==> src/rtl/serial_alu.sv <==
// Digit-serial ALU: operands latched on start, DIGIT bits processed per clock LSB first,
// with the carry held between digits; result and flags are published on completion.
module serial_alu #(
  parameter int WIDTH = 32,
  parameter int DIGIT = 1
) (
  input  logic             clk,
  input  logic             rst_n,
  input  logic             start,
  input  logic [2:0]       ALUop,
  input  logic [WIDTH-1:0] r2,
  input  logic [WIDTH-1:0] r3,
  output logic             busy,
  output logic             done,
  output logic [WIDTH-1:0] r1,
  output logic             c_out,
  output logic             overflow,
  output logic             zero
);

  localparam int N  = WIDTH / DIGIT;
  localparam int CW = (N > 1) ? $clog2(N) : 1;
  localparam logic [CW-1:0] LAST = CW'(N - 1);

  localparam logic [2:0] OP_AND = 3'b000;
  localparam logic [2:0] OP_OR  = 3'b001;
  localparam logic [2:0] OP_XOR = 3'b010;
  localparam logic [2:0] OP_NOT = 3'b011;
  localparam logic [2:0] OP_ADD = 3'b100;
  localparam logic [2:0] OP_SUB = 3'b101;
  localparam logic [2:0] OP_MOV = 3'b110;
  localparam logic [2:0] OP_SLT = 3'b111;

  typedef enum logic [1:0] {IDLE, RUN, DONE} state_t;

  state_t           state;
  logic [2:0]       op_q;
  logic [WIDTH-1:0] a_sh, b_sh, res_w;
  logic [CW-1:0]    cnt;
  logic             carry;

  logic [DIGIT-1:0]       a_dig, b_dig, b_eff, dres;
  logic [DIGIT:0]         sum;
  logic [WIDTH+DIGIT-1:0] res_cat;
  logic [WIDTH-1:0]       res_next, final_r1;
  logic                   inv_b, arith, carry_msb, ovf;

  // Operands shift right each digit; the result digit enters at the top so that
  // after N digits the working register holds the full result in place.
  always_comb begin
    a_dig     = a_sh[DIGIT-1:0];
    b_dig     = b_sh[DIGIT-1:0];
    inv_b     = (op_q == OP_SUB) || (op_q == OP_SLT);
    arith     = (op_q == OP_ADD) || (op_q == OP_SUB);
    b_eff     = inv_b ? ~b_dig : b_dig;
    sum       = {1'b0, a_dig} + {1'b0, b_eff} + {{DIGIT{1'b0}}, carry};
    dres      = '0;
    case (op_q)
      OP_AND:  dres = a_dig & b_dig;
      OP_OR:   dres = a_dig | b_dig;
      OP_XOR:  dres = a_dig ^ b_dig;
      OP_NOT:  dres = ~a_dig;
      OP_MOV:  dres = a_dig;
      default: dres = sum[DIGIT-1:0];
    endcase
    res_cat   = {dres, res_w};
    res_next  = res_cat[WIDTH+DIGIT-1:DIGIT];
    carry_msb = a_dig[DIGIT-1] ^ b_eff[DIGIT-1] ^ sum[DIGIT-1];
    ovf       = carry_msb ^ sum[DIGIT];
    final_r1  = res_next;
    if (op_q == OP_SLT) final_r1 = WIDTH'(sum[DIGIT-1] ^ ovf);
  end

  always_ff @(posedge clk or negedge rst_n) begin
    if (!rst_n) begin
      state    <= IDLE;
      op_q     <= OP_AND;
      a_sh     <= '0;
      b_sh     <= '0;
      res_w    <= '0;
      cnt      <= '0;
      carry    <= 1'b0;
      busy     <= 1'b0;
      done     <= 1'b0;
      r1       <= '0;
      c_out    <= 1'b0;
      overflow <= 1'b0;
      zero     <= 1'b1;
    end else begin
      case (state)
        IDLE, DONE: begin
          done <= 1'b0;
          if (start) begin
            op_q  <= ALUop;
            a_sh  <= r2;
            b_sh  <= r3;
            cnt   <= '0;
            carry <= (ALUop == OP_SUB) || (ALUop == OP_SLT);
            busy  <= 1'b1;
            state <= RUN;
          end else begin
            state <= IDLE;
          end
        end
        RUN: begin
          a_sh  <= a_sh >> DIGIT;
          b_sh  <= b_sh >> DIGIT;
          res_w <= res_next;
          carry <= sum[DIGIT];
          cnt   <= cnt + 1'b1;
          if (cnt == LAST) begin
            state    <= DONE;
            busy     <= 1'b0;
            done     <= 1'b1;
            r1       <= final_r1;
            c_out    <= arith ? sum[DIGIT] : 1'b0;
            overflow <= arith ? ovf : 1'b0;
            zero     <= (final_r1 == '0);
          end
        end
        default: state <= IDLE;
      endcase
    end
  end

endmodule

==> config.mk <==
export PLATFORM = sky130hd
export DESIGN_NAME = serial_alu
export DESIGN_NICKNAME = d
export VERILOG_FILES = /design/src/rtl/serial_alu.sv
export SDC_FILE = /design/constraint.sdc
export NUM_CORES = 1
export LEC_CHECK = 0
export ABC_AREA = 1
export CAP_MARGIN = 5
export CORE_MARGIN = 3
export CORE_UTILIZATION = 40
export DETAILED_ROUTE_END_ITERATION = 8
export PLACE_DENSITY = 0.67
export RECOVER_POWER = 100
export SKIP_LAST_GASP = 1
export SYNTH_ARGS = -nofsm -noshare
export SYNTH_HDL_FRONTEND = slang
export SYNTH_SLANG_ARGS = --single-unit
export TNS_END_PERCENT = 50
==> constraint.sdc <==
create_clock -name clk -period 2.8 [get_ports clk]
set_input_delay 0.28 -clock clk [delete_from_list [all_inputs] [get_ports clk]]
set_output_delay 0.28 -clock clk [all_outputs]
set_load 0.1 [all_outputs]
==> impl_metrics.yaml, run 1 <==
finish:
  final_nets: 862
  diodes: 0
  syn_to_final_growth_pct: 27.77
  drive_above_1_share: 0.06892
  final_core_util: 0.5291
  num-fill-cells: 1388
die:
  initial_core_util: 0.4141
  dieWidth_um: 129.4
  die_h_um: 129.4
  row_count: 44
  die-area_mm2: 0.01673
  core_area_mm2: 0.01470
  io_pins: 107
power_and_ir_drop:
  p_int_mw: 5.641
  power_density_mw_per_mm2: 1185
  power_frac_seq: 0.372
  leakage_nw: 3.632
  power_frac_clock: 0.287
  p_sw_mw: 3.576
  p_comb_frac: 0.340
  switching_share: 0.3880
  ir_drop_v: 0.0005168
global_routing:
  overflow: 0
  grt_pass1_wl_um: 22940
  grt_pass1_vias: 4777
  grt_antenna_before_repair: 0
  grt_usage: 0.1729
  grt_max_degree: 74
yosys:
  synth_cell_types: 27
  synth_ff_type: "dfrtp_1"
  yosys.area.top_type: "dfrtp_1"
  ys_seq_area_frac: 0.5881
  ys_seq_elements: 143
  netlist_instances: 684
  synth_area_mm2: 0.006087
  syn_avg_cell_area_um2: 8.899
  synth_top_area_frac: 0.5838
  async_flop_share: 1.000
  yosysWarnings: 0
  synthTopCellsByArea: "dfrtp_1, nand2_1, nand3_1"
  synth_edf_count: 0
  syn_nets: 761
timing:
  period_share: 0.8291
  tns_ns: 0
  rsz0062_at_grt: "false"
  setup_ws_ns: 0.4786
  max_freq_mhz: 430.8
  slew_violations: 73
  slew_headroom: -0.2352
  min_period_ns: 2.321
  setup_viol: 0
  fin_skew_ns: 0.008056
  finalHoldViolCount: 0
  worst_slew_pin_slew_ns: 1.853
detailed_routing:
  drt_iter0_drc: 328
  wl_per_cell_um: 14.03
  drt-pass1-iter-count: 5
  viasPerCell: 4.974
  vias: 4884
  wirelength_um: 13780
  ant_nets: 0
  drc: 0
placed_design:
  dp_hpwl_um: 9352
  gp_congestion: 0.7949
  port-buffer-count: 106
  preCtsSetupSlack_ns: 0.6970
run_status:
  violations: "capacitance limit, slew limit"
  outcome: "complete, but fails checks"
setup_path:
  slowest_delay_ns: 0.64
  cp_data_required_time_ns: 3.14
  slowest_stage: "inv_2"
  crit_chain: "inv_1 -> nand2_1 -> inv_2 -> clkbuf_1 -> nand2_1 -> o211ai_1"
  critPathCaptureType: "flip-flop"
  cp_data_arrival_time_ns: 2.66
  cp_max_fo: 38
  cpMostUsedCell: "nand2_1"
  crit_path_start_kind: "flip-flop"
  crit_type: "reg -> reg"
hold_path:
  hp-class: "in -> reg"
clocking:
  tritoncts: "yes"
  clockBufferDepth: 2
  path_clk_slew_ns: 0.06
  cts_resized: 0
  cts_buffers: 17
  cts-htree-levels: 4
  insertion_delay_ns: 0.42
  cts_root_buffer: "clkbuf_16"
  clock-sinks: 143
job:
  maxCapViolations: 1
==> power by group through the flow <==
stage | registers, mW | clock network (mW) | logic, mW
after detailed placement | 3.45 | 0 | 3.26
final | 3.43 | 2.65 | 3.13
after global routing | 3.54 | 2.80 | 3.56
after global placement | 3.43 | 0 | 3.15
after floorplan | 3.98 | 0 | 1.85
after CTS | 3.43 | 2.70 | 3.27
==> cell type report <==
| type | count | area (um^2) | share of cell area |
|---|---|---|---|
| clock buffers | 18 | 439.2 | 0.05647 |
| clock inverters | 14 | 262.8 | 0.03378 |
| inverters | 39 | 146.4 | 0.01882 |
| multi-input cells | 464 | 2173 | 0.2794 |
| flip-flops and latches | 143 | 3580 | 0.4603 |
| well taps | 184 | 230.2 | 0.02960 |
| repair buffers | 120 | 945.9 | 0.1216 |
==> flip-flops by register name, indices dropped and copies added (netlist names), 2 cells and up <==
name	flops
state	2
b_sh	32
res_w	31
r1	32
op_q	3
a_sh	32
cnt	5
==> worst max-delay path: cells and delay by family (launching register included) <==
family	cells	cell delay [ns]
buf+inv	3	1.23
simple gates	2	0.50
flops	1	0.36
compound gates	1	0.14
==> cell usage in the layout (no fill, tap or decap), types with 7 or more instances in the layout <==
| cell type | Yosys | routed |
|---|---|---|
| nand2_1 | 272 | 274 |
| dfrtp_1 | 142 | 142 |
| clkdlybuf4s50_1 | 0 | 68 |
| nand3_1 | 61 | 61 |
| o21ai_0 | 55 | 55 |
| clkbuf_1 | 10 | 40 |
| inv_1 | 36 | 36 |
| clkbuf_16 | 0 | 17 |
| a22oi_1 | 15 | 15 |
| o31ai_1 | 14 | 14 |
| nor2_1 | 12 | 12 |
| buf_4 | 0 | 8 |
| bufinv_16 | 0 | 7 |
==> cell usage after synthesis, types with 2 or more instances <==
master    count
o21ai_0      55
a22oi_1      15
nand2_2       5
o21ai_2       3
o31ai_1      14
buf_2        26
o221ai_1      2
nand3_1      61
xnor2_1       2
o211ai_1      4
inv_2         3
dfrtp_1     142
clkbuf_1     10
fa_1          2
ha_1          5
nor2_1       12
a21oi_1       4
nand2_1     272
a22o_1        3
nand4_1       2
inv_1        36
==> worst paths after layout <==
kind,start,end,slack (ns),cells after the start
setup reg to reg,state[1],b_sh[0],0.48,6
setup / recovery,state[1],b_sh[0],0.48,6
max in group asynchronous,rst_n,b_sh[26],0.75,3
hold reg to reg,a_sh[6],a_sh[5],0.47,2
hold / removal,r3[18],b_sh[18],0.43,3
min in group asynchronous,rst_n,res_w[1],0.90,2
==> cell families (layout without fill, tap and decap cells) <==
| group | Yosys count | count (layout) | synth area share |
|---|---|---|---|
| compound gates | 100 | 100 | 0.1007 |
| xor+xnor | 3 | 3 | 0.004317 |
| fa+ha+maj | 7 | 7 | 0.01686 |
| buf+inv | 77 | 191 | 0.05406 |
| flops | 143 | 143 | 0.5881 |
| simple gates | 354 | 354 | 0.2360 |
==> per-stage QoR <==
stage	instances	area, um^2	hold slack (ns)	power, mW
finish	982	7777	0.4291	9.217
global route	982	7777	0.4312	9.904
CTS	982	7939	0.4126	9.409
detailed placement	949	7227	0.3528	6.705
global placement	949	7227	0.3321	6.575
floorplan	684	6087	-0.01559	5.828
==> routing by layer <==
| metal | share of wire | global-route usage | up-vias |
|---|---|---|---|
| met1 | 0.46 | 0.2316 | 2320 |
| met3 | 0.064 | 0.05276 | 12 |
| met4 | 0.0094 | 0.04880 | 0 |
| li1 | - | - | 2420 |
| met5 | 0 | 0 | - |
| met2 | 0.47 | 0.2741 | 132 |
==> timing repair <==
item	4_1_cts	5_1_grt
setup endpoints to repair	0	0
setup buffers	0	0
hold endpoints to repair	69	0
hold buffers	1	0
(Power assumes the default switching activity.)
==> run 2: changes to the inputs <==
Clock period 2.8 ns to 2.4 ns, I/O delays scaled along.
==> run 2 against run 1 <==
Net effect:
- the run now ends clean
- worst setup slack worse by 0.15 ns
- power grew 8.6%
- via count grew 0.35%
- final cell count fell by 0.20%
- critical path type unchanged
- highest routed layer unchanged
==> impl_metrics.yaml, run 2 (synthesis results as in run 1) <==
run_status:
  outcome: "finished clean"
timing:
  slew_violations: 0
  worst_slew_pin_slew_ns: 1.414
  tns_ns: 0
  setup_ws_ns: 0.3313
  max_freq_mhz: 483.4
  finalHoldViolCount: 0
  fin_hold_ws_ns: 0.3882
  slew_headroom: 0.05754
  min_period_ns: 2.069
  fin_skew_ns: 0.005451
  period_share: 0.8619
  setup_viol: 0
  rsz0062_at_grt: "false"
hold_path:
  holdPathEnd: "a_sh[30]"
  hp-class: "in -> reg"
  worstHoldStart: "r2[30]"
  hold-path-cell-count: 3
setup_path:
  slowest_stage: "dfrtp_1"
  slowest_delay_ns: 0.38
  critPathCaptureType: "flip-flop"
  crit_path_start_kind: "flip-flop"
  r2r-end: "r1[28]"
  r2r_start: "cnt[0]"
  crit_type: "reg -> reg"
  reg2regPathDepth: 9
  crit_chain: "ha_1 -> nand2_1 -> nor2_1 -> ha_1 -> inv_1 -> nor2_4 -> inv_2 -> clkbuf_2 -> o31ai_1"
  worst-r2r-setup-slack_ns: 0.33
  cpMostUsedCell: "ha_1"
  cp_data_required_time_ns: 2.71
  cp_data_arrival_time_ns: 2.38
  cp_max_fo: 17
clocking:
  path_clk_slew_ns: 0.06
  cts-htree-levels: 4
  postCtsHoldBufs: 1
  cts_root_buffer: "clkbuf_16"
  tritoncts: "yes"
  clock-sinks: 143
  cts_resized: 0
  clockBufferDepth: 2
  cts_buffers: 17
  insertion_delay_ns: 0.42
  cts_setup_buffers: 0
power_and_ir_drop:
  p_sw_mw: 4.077
  switching_share: 0.4071
  ir_drop_v: 0.0006159
  p_comb_frac: 0.366
  leakage_nw: 3.553
  power_density_mw_per_mm2: 1319
  p_int_mw: 5.936
  power_frac_seq: 0.400
  power_frac_clock: 0.235
detailed_routing:
  viasPerCell: 5.001
  vias: 4901
  drt_iter0_drc: 351
  ant_nets: 0
  wirelength_um: 13650
  drc: 0
  drt-pass1-iter-count: 5
  wl_per_cell_um: 13.93
die:
  dieWidth_um: 129.4
  initial_core_util: 0.4141
  die_h_um: 129.4
  row_count: 44
  core_area_mm2: 0.01470
  die-area_mm2: 0.01673
  io_pins: 107
global_routing:
  grt_max_degree: 71
  grt_antenna_before_repair: 0
  grt_usage: 0.1743
  grt_pass1_wl_um: 23060
  grt_pass1_vias: 4873
  overflow: 0
finish:
  final_nets: 863
  drive_above_1_share: 0.05905
  final_common_cell: "nand2_1"
  num-fill-cells: 1364
  top_regs: "a_sh x32, b_sh x32, r1 x32"
  diodes: 0
  final_core_util: 0.5163
  final_cell_area_mm2: 0.007589
  layout_common_cells: "nand2_1, dfrtp_1, clkdlybuf4s50_1, nand3_1, o21ai_0"
  syn_to_final_growth_pct: 24.67
  multiInputGateArea_mm2: 0.002178
  final-seq-area_mm2: 0.003580
placed_design:
  dpl-instance-area_mm2: 0.007247
  gp_congestion: 0.7805
  preCtsSetupSlack_ns: 0.3544
  dp_hpwl_um: 9281
  port-buffer-count: 106
job:
  maxCapViolations: 0
run 2: final cells by class:
class | instances | area share
clock buffer | 29 | 0.06859
timing repair buffer | 121 | 0.1230
tap | 184 | 0.03034
multi-input combinational | 464 | 0.2871
sequential | 143 | 0.4717
inverter | 39 | 0.01929
run 2: power by group through the flow:
stage / clock network, mW / logic (mW) / registers, mW
6_report: 2.35 / 3.66 / 4.00
2_1_floorplan: 0 / 2.15 / 4.65
3_3_place_gp: 0 / 3.70 / 3.99
5_1_grt: 2.51 / 4.15 / 4.13
3_5_place_dp: 0 / 3.84 / 4.03
4_1_cts: 2.41 / 3.85 / 4.00
run 2: worst max-delay path by stage:
stage	start	end	slack, ns
after floorplan	cnt[0]	r1[31]	0.74
after global placement	cnt[0]	r1[27]	0.45
after detailed placement	cnt[0]	r1[28]	0.35
after CTS	cnt[0]	r1[5]	0.33
after global routing	cnt[0]	r1[5]	0.08
final	cnt[0]	r1[28]	0.33
run 2: critical path: cells and delay by family, from the launching register on:
| family | cells | cell delay (ns) |
|---|---|---|
| AO/OA/AOI/OAI | 1 | 0.25 |
| flip-flops | 1 | 0.38 |
| AND/OR/NAND/NOR | 3 | 0.46 |
| adder cells (fa/ha/maj) | 2 | 0.36 |
| buffers and inverters | 3 | 0.50 |
run 2: layer usage:
metal,track usage,share of wire,up-vias
met4,0.05806,0.012,0
met1,0.2235,0.45,2329
met5,0,0,-
li1,-,-,2410
met3,0.05730,0.064,20
met2,0.2805,0.47,142
run 2: metrics by stage:
stage / total power [mW] / cells
3_5_place_dp: 7.860 / 950
4_1_cts: 10.25 / 980
6_report: 10.01 / 980
3_3_place_gp: 7.684 / 950
2_1_floorplan: 6.799 / 684
5_1_grt: 10.79 / 980
